[config.mk]
export PLATFORM = sky130hd
export DESIGN_NAME = serial_adder_flat
export DESIGN_NICKNAME = d
export VERILOG_FILES = /design/src/rtl/serial_adder_if.sv /design/src/rtl/serial_adder.sv /design/src/flat_wrapper.sv
export SDC_FILE = /design/constraint.sdc
export NUM_CORES = 1
export LEC_CHECK = 0
export CORE_AREA = 2 2 58 70
export DETAILED_ROUTE_END_ITERATION = 10
export DIE_AREA = 0 0 60 72
export PLACE_DENSITY = 0.75
export SYNTH_ARGS = -nofsm -noshare
export SYNTH_HDL_FRONTEND = slang
export SYNTH_SLANG_ARGS = --single-unit
[constraint.sdc]
create_clock -name clk -period 3.9 [get_ports clk]
set_input_delay 0.78 -clock clk [delete_from_list [all_inputs] [get_ports clk]]
set_output_delay 0.78 -clock clk [all_outputs]
set_load 0.03 [all_outputs]
[src/rtl/serial_adder_if.sv]
// Operand/result bundle for serial_adder; the ovf wire exists only when SERIAL_ADDER_OVF_EN is defined.
interface serial_adder_if #(parameter int unsigned WIDTH = 8);
   logic             start;
   logic [WIDTH-1:0] a_in;
   logic [WIDTH-1:0] b_in;
   logic             busy;
   logic             done;
   logic [WIDTH-1:0] sum;
   logic             cout;
`ifdef SERIAL_ADDER_OVF_EN
   logic             ovf;

   modport master (output start, a_in, b_in, input busy, done, sum, cout, ovf);
   modport slave  (input start, a_in, b_in, output busy, done, sum, cout, ovf);
`else
   modport master (output start, a_in, b_in, input busy, done, sum, cout);
   modport slave  (input start, a_in, b_in, output busy, done, sum, cout);
`endif
endinterface

[src/rtl/serial_adder.sv]
// Bit-serial LSB-first adder: one bit per clock through two half adders and an OR.
// Define SERIAL_ADDER_OVF_EN to add the signed overflow flag (ovf).
module serial_adder #(
   parameter int unsigned WIDTH = 8
) (
   input  logic           clk,
   input  logic           rst,
   serial_adder_if.slave  bus
);
   localparam int unsigned CW = $clog2(WIDTH) + 1;

   typedef enum logic [1:0] {IDLE, SHIFT, DONE} state_t;

   state_t           state, state_nxt;
   logic [WIDTH-1:0] a_sr, b_sr, res_sr, sum_q;
   logic [CW-1:0]    cnt;
   logic             carry, cout_q, busy_q, done_q;
   logic             s1_c, c1_c, bit_c, carry_nxt_c, last_c;
`ifdef SERIAL_ADDER_OVF_EN
   logic             a_msb, b_msb, ovf_q;
`endif

   // One-bit add stage on the current LSBs
   always_comb begin
      s1_c        = a_sr[0] ^ b_sr[0];
      c1_c        = a_sr[0] & b_sr[0];
      bit_c       = s1_c ^ carry;
      carry_nxt_c = c1_c | (s1_c & carry);
      last_c      = (cnt == CW'(WIDTH - 1));
   end

   always_ff @(posedge clk) begin
      if (rst) state <= IDLE;
      else     state <= state_nxt;
   end

   always_comb begin
      state_nxt = state;
      case (state)
         IDLE:    if (bus.start) state_nxt = SHIFT;
         SHIFT:   if (last_c)    state_nxt = DONE;
         DONE:    state_nxt = IDLE;
         default: state_nxt = IDLE;
      endcase
   end

   // Datapath; sum/cout update only on the final bit so they hold between operations
   always_ff @(posedge clk) begin
      if (rst) begin
         a_sr   <= '0;
         b_sr   <= '0;
         res_sr <= '0;
         sum_q  <= '0;
         cnt    <= '0;
         carry  <= 1'b0;
         cout_q <= 1'b0;
         busy_q <= 1'b0;
         done_q <= 1'b0;
`ifdef SERIAL_ADDER_OVF_EN
         a_msb  <= 1'b0;
         b_msb  <= 1'b0;
         ovf_q  <= 1'b0;
`endif
      end else begin
         busy_q <= (state_nxt == SHIFT);
         done_q <= (state_nxt == DONE);
         case (state)
            IDLE: begin
               if (bus.start) begin
                  a_sr   <= bus.a_in;
                  b_sr   <= bus.b_in;
                  res_sr <= '0;
                  carry  <= 1'b0;
                  cnt    <= '0;
`ifdef SERIAL_ADDER_OVF_EN
                  a_msb  <= bus.a_in[WIDTH-1];
                  b_msb  <= bus.b_in[WIDTH-1];
`endif
               end
            end
            SHIFT: begin
               a_sr   <= a_sr >> 1;
               b_sr   <= b_sr >> 1;
               res_sr <= {bit_c, res_sr[WIDTH-1:1]};
               carry  <= carry_nxt_c;
               cnt    <= cnt + CW'(1);
               if (last_c) begin
                  sum_q  <= {bit_c, res_sr[WIDTH-1:1]};
                  cout_q <= carry_nxt_c;
`ifdef SERIAL_ADDER_OVF_EN
                  ovf_q  <= (a_msb == b_msb) && (bit_c != a_msb);
`endif
               end
            end
            default: ;
         endcase
      end
   end

   assign bus.busy = busy_q;
   assign bus.done = done_q;
   assign bus.sum  = sum_q;
   assign bus.cout = cout_q;
`ifdef SERIAL_ADDER_OVF_EN
   assign bus.ovf  = ovf_q;
`endif
endmodule

[src/flat_wrapper.sv]
// flat-port wrapper written by rule: the top's interface ports become plain ports
module serial_adder_flat 
#(
   parameter int unsigned WIDTH = 8
)
  (clk, rst, bus_start, bus_a_in, bus_b_in, bus_busy, bus_done, bus_sum, bus_cout);
  serial_adder_if #(.WIDTH(WIDTH)) bus_i ();
  input  logic clk;
  input  logic rst;
  input wire logic [$bits(bus_i.start)-1:0] bus_start;
  input wire logic [$bits(bus_i.a_in)-1:0] bus_a_in;
  input wire logic [$bits(bus_i.b_in)-1:0] bus_b_in;
  output wire logic [$bits(bus_i.busy)-1:0] bus_busy;
  output wire logic [$bits(bus_i.done)-1:0] bus_done;
  output wire logic [$bits(bus_i.sum)-1:0] bus_sum;
  output wire logic [$bits(bus_i.cout)-1:0] bus_cout;
  assign bus_i.start = bus_start;
  assign bus_i.a_in = bus_a_in;
  assign bus_i.b_in = bus_b_in;
  assign bus_busy = bus_i.busy;
  assign bus_done = bus_i.done;
  assign bus_sum = bus_i.sum;
  assign bus_cout = bus_i.cout;
  serial_adder #(.WIDTH(WIDTH)) u_core (.clk(clk), .rst(rst), .bus(bus_i));
endmodule
* Word-level counts from Yosys, hierarchy flattened
Index checks and enable logic that the tools add are counted.
Word-level totals: register bits after elaboration 42, memory bits (read-only) 0, word-level logic and storage cells 38, bits of input ports 19, bits in latches 0, output and inout bits 11, RAM bits 0, memories kept 0
Operators by class: multiplexer cells 13, reductions and logical operators 4, equality and inequality tests 5, $lt $le $gt $ge 0, bitwise operators 5, shift-type cells 0, $add $sub $neg 1, multiply operators 0, div/mod/pow operators 0
Operators by type and width (number):
- $pmux W8 S2 | 3
- $mux W8 | 3
- $pmux W4 S2 | 1
- $add A4 B1 Y4 const B | 1
- $eq A2 B1 Y1 const B | 2
- $eq A4 B3 Y1 const B | 1
- $mux W2 | 2
- $mux W4 | 1
- $pmux W2 S2 | 1
- $reduce_and A2 Y1 | 2
- $and A1 B1 Y1 | 2
- $eq A2 B2 Y1 const B | 1
- $logic_not A2 Y1 | 1
- $ne A2 B2 Y1 const B | 1
- $pmux W1 S2 | 1
- $reduce_bool A2 Y1 | 1
- $xor A1 B1 Y1 | 2
- $mux W1 | 1
- $or A1 B1 Y1 | 1

* Longest topological paths before layout
depth in word-level cells 4, mapped depth 5, mapped depth without buffers 4

* Least setup slack after synthesis
Ideal clock, no wire load.
path kind in2reg, start input rst, end register u_core.cnt[2], setup slack 2.459 ns, buffers on the path 2, cell stages on the path 3, library setup time 0.124 ns, data arrival time 1.317 ns, required time 3.776 ns, cell sequence clkbuf_1 buf_2 nor3_1
RTL lines:
- start, declared | line flat_wrapper.sv:9 | input logic rst;
- end signal, assigned | line serial_adder.sv:86 | cnt <= cnt + CW'(1);
- end, declared | line serial_adder.sv:16 | logic [CW-1:0] cnt;
No word-level cell between the ends.

* Worst setup path in the final report
start input rst, end register u_core.b_sr[0]
RTL lines:
- end signal, assigned | line serial_adder.sv:71 | b_sr <= bus.b_in;
- end signal, assigned | line serial_adder.sv:83 | b_sr <= b_sr >> 1;
- end, declared | line serial_adder.sv:15 | logic [WIDTH-1:0] a_sr, b_sr, res_sr, sum_q;
No word-level cell between the ends.

==> impl_metrics.yaml <==
status:
  status: "finished, final reports clean"
clocking:
  cts.sinks: 41
  numCtsBuffers: 5
  path_clk_slew_ps: 80
  clock-root-buffer: "clkbuf_8"
  clk_latency_ps: 290
  cts_setup_buffers: 0
  cts_hold_buf: 0
  clk_path_buf_depth: 2
  htreeDepth: 2
  cts_tree: "built"
  post_cts_resized: 0
floorplanning:
  io_pins: 30
  fp.dieArea_sq_um: 4320
  rows: 24
  fp.dieH_microns: 72
  coreArea_sq_um: 3633
  die_x_microns: 60
  initial_core_util: 0.4828
synthesis:
  synth-compound-area-share: 0.2197
  synthAdderAreaFrac: 0.01854
  synth_area_per_cell_sq_um: 10.08
  synth_seq_cells: 41
  yosys.area_share.simple: 0.1712
  synth-xor-area-share: 0
  synth_edf_count: 0
  synth_top_family_by_area: "compound AO/OA/AOI/OAI gates"
  synth_cell_types: 36
  synthMuxAreaShare: 0.06277
  synthesis.nets: 195
  ys_warn_count: 0
  synth-async-reset-ratio: 0
  syn_inst: 174
  syn-cell-area_sq_um: 1754
  synth-seq-area-share: 0.4679
  synthFlopType: "dfxtp_1"
placed_design:
  hpwl_microns: 2457
  placed_area_sq_um: 2031
  gp_congestion: 0.7381
  place_inst: 243
  io_buffers: 29
worst_hold_path:
  hp-class: "reg -> reg"
  whs_path_depth: 2
  hold_path_startpoint: "u_core.bus.sum[2]$_SDFFE_PP0P_"
  min_to: "u_core.bus.sum[2]$_SDFFE_PP0P_"
power_and_ir_drop:
  p_per_area_nw_per_um2: 417.6
  p_leak_nw: 0.7436
  peakVddDrop_uv: 302.1
  power_mw: 0.8983
finish:
  layout_common_cells: "dfxtp_1, clkdlybuf4s50_1, nor2_1"
  layout_commonest_cell: "dfxtp_1"
  fin_nets: 219
  stdcell_area_sq_um: 2151
  drive_gt1_frac: 0.1357
  syn2layout_area_growth_pct: 22.61
  final-instance-count-excl-fill: 251
  diodes: 0
  fin_util: 0.5919
  nFillCells: 329
setup_path:
  crit_type: "in -> reg"
  r2r_end: "u_core.bus.sum[7]$_SDFFE_PP0P_"
  crit_fanout: 33
  cp.arrival_ps: 2350
  crit_path_end_kind: "register"
  r2r_cells: 4
  required_ps: 4050
  r2r_start: "u_core.cnt[0]$_SDFFE_PP0P_"
  worst_setup_path_start_kind: "input port"
  critPathLaunch: "rst"
  r2r_slack_ps: 1950
global_routing:
  grt_pass1_vias: 1324
  antenna_found_initial: 0
  grt_pass1_wl_microns: 5934
  gr-total-overflow: 0
  grt_max_degree: 34
  grt_use_total: 0.1788
sta:
  slew_viol_final: 0
  hold_viol: 0
  rsz0062_at_grt: "no"
  finalSetupTns_ps: 0
  setup_viol: 0
  relSlewSlack: 0.3612
  finClkSkew_ps: 7.568
  max_freq_ghz: 0.4559
  fin_crit_ps: 2193
  worst_slew_pin_slew_ps: 953.0
  finalCritPeriodShare: 0.5624
drt:
  dr.pass1.iters: 4
  num_vias: 1353
  routed_wl_microns: 3572
  post-route-drc-count: 0
  viasPerCell: 5.390
  drt_iter0_drc: 27
  wl_per_cell_microns: 14.23
  drt.antenna.violating_nets: 0
run:
  drv_cap: 0
[cells in the mapped netlist, types with 2 or more instances]
cell type	n	area, sq um
buf_4	2	15.01
nand2b_1	15	93.84
a211oi_1	2	15.01
clkbuf_1	2	7.510
buf_2	6	30.03
inv_1	4	15.01
a221oi_1	2	17.52
dfxtp_1	41	820.8
a211oi_2	10	125.1
nor2_1	28	105.1
mux2_4	2	30.03
o22ai_1	14	87.58
nand3_1	2	10.01
a22oi_1	9	67.56
nor2b_1	2	12.51
nand2_1	2	7.510
a2bb2oi_1	2	17.52
mux2i_1	8	80.08
buf_6	3	33.78
nor4_1	2	12.51
[state kept, by name, summed over array words and instances, names as in the netlist]
| register | cells |
|---|---|
| u_core.bus.busy | 1 |
| u_core.state | 2 |
| u_core.carry | 1 |
| u_core.cnt | 4 |
| u_core.bus.sum | 8 |
| u_core.bus.cout | 1 |
| u_core.b_sr | 8 |
| u_core.a_sr | 8 |
| u_core.bus.done | 1 |
| u_core.res_sr | 7 |
[logic make-up after synthesis]
logic type,Yosys count
muxes,10
and+or+nand+nor,58
buffers and inverters,18
AOI/OAI and AO/OA,45
adders and majority gates,2
DFF,41
[report_power, final]
group	switching, mW	internal, mW	total [mW]
registers	0.0120	0.436	0.448
logic	0.0486	0.0482	0.0968
clock network	0.145	0.208	0.353
total	0.206	0.692	0.898
[stage by stage]
stage | setup WS [ps] | hold WS [ps]
global placement | 1455 | 461.6
global route | 1594 | 498.6
detailed placement | 1384 | 463.5
CTS | 1722 | 479.6
finish | 1707 | 474.1
floorplan | 2459 | 451.7
[final cells by class]
class,instances,area (sq um),area share
well taps,52,65.06,0.03025
repair buffers,30,297.8,0.1385
clock buffers,6,82.58,0.03839
flip-flops and latches,41,820.8,0.3816
multi-input cells,115,828.3,0.3851
clock inverters,2,37.54,0.01745
inverters,5,18.77,0.008726
[worst max-delay path by stage]
| stage | end | slack [ps] | depth (start not counted) |
|---|---|---|---|
| 2_1_floorplan | u_core.cnt[2]$_SDFFE_PP0P_ | 2460 | 3 |
| 3_3_place_gp | u_core.a_sr[0]$_SDFFE_PP0P_ | 1460 | 3 |
| 3_5_place_dp | u_core.a_sr[0]$_SDFFE_PP0P_ | 1380 | 3 |
| 4_1_cts | u_core.a_sr[0]$_SDFFE_PP0P_ | 1720 | 3 |
| 5_1_grt | u_core.a_sr[0]$_SDFFE_PP0P_ | 1590 | 3 |
| 6_report | u_core.b_sr[0]$_SDFFE_PP0P_ | 1710 | 3 |
[routing by layer]
metal / track usage / part of all wire
met5: 0 / 0
met4: 0.06667 / 0.016
met2: 0.2959 / 0.50
met3: 0.05169 / 0.047
met1: 0.2165 / 0.44
[worst max-delay path, stage by stage]
cell	delay, ps
clkdlybuf4s50_1	1070
buf_4	400
a221oi_1	80
(Power assumes the default switching activity.)
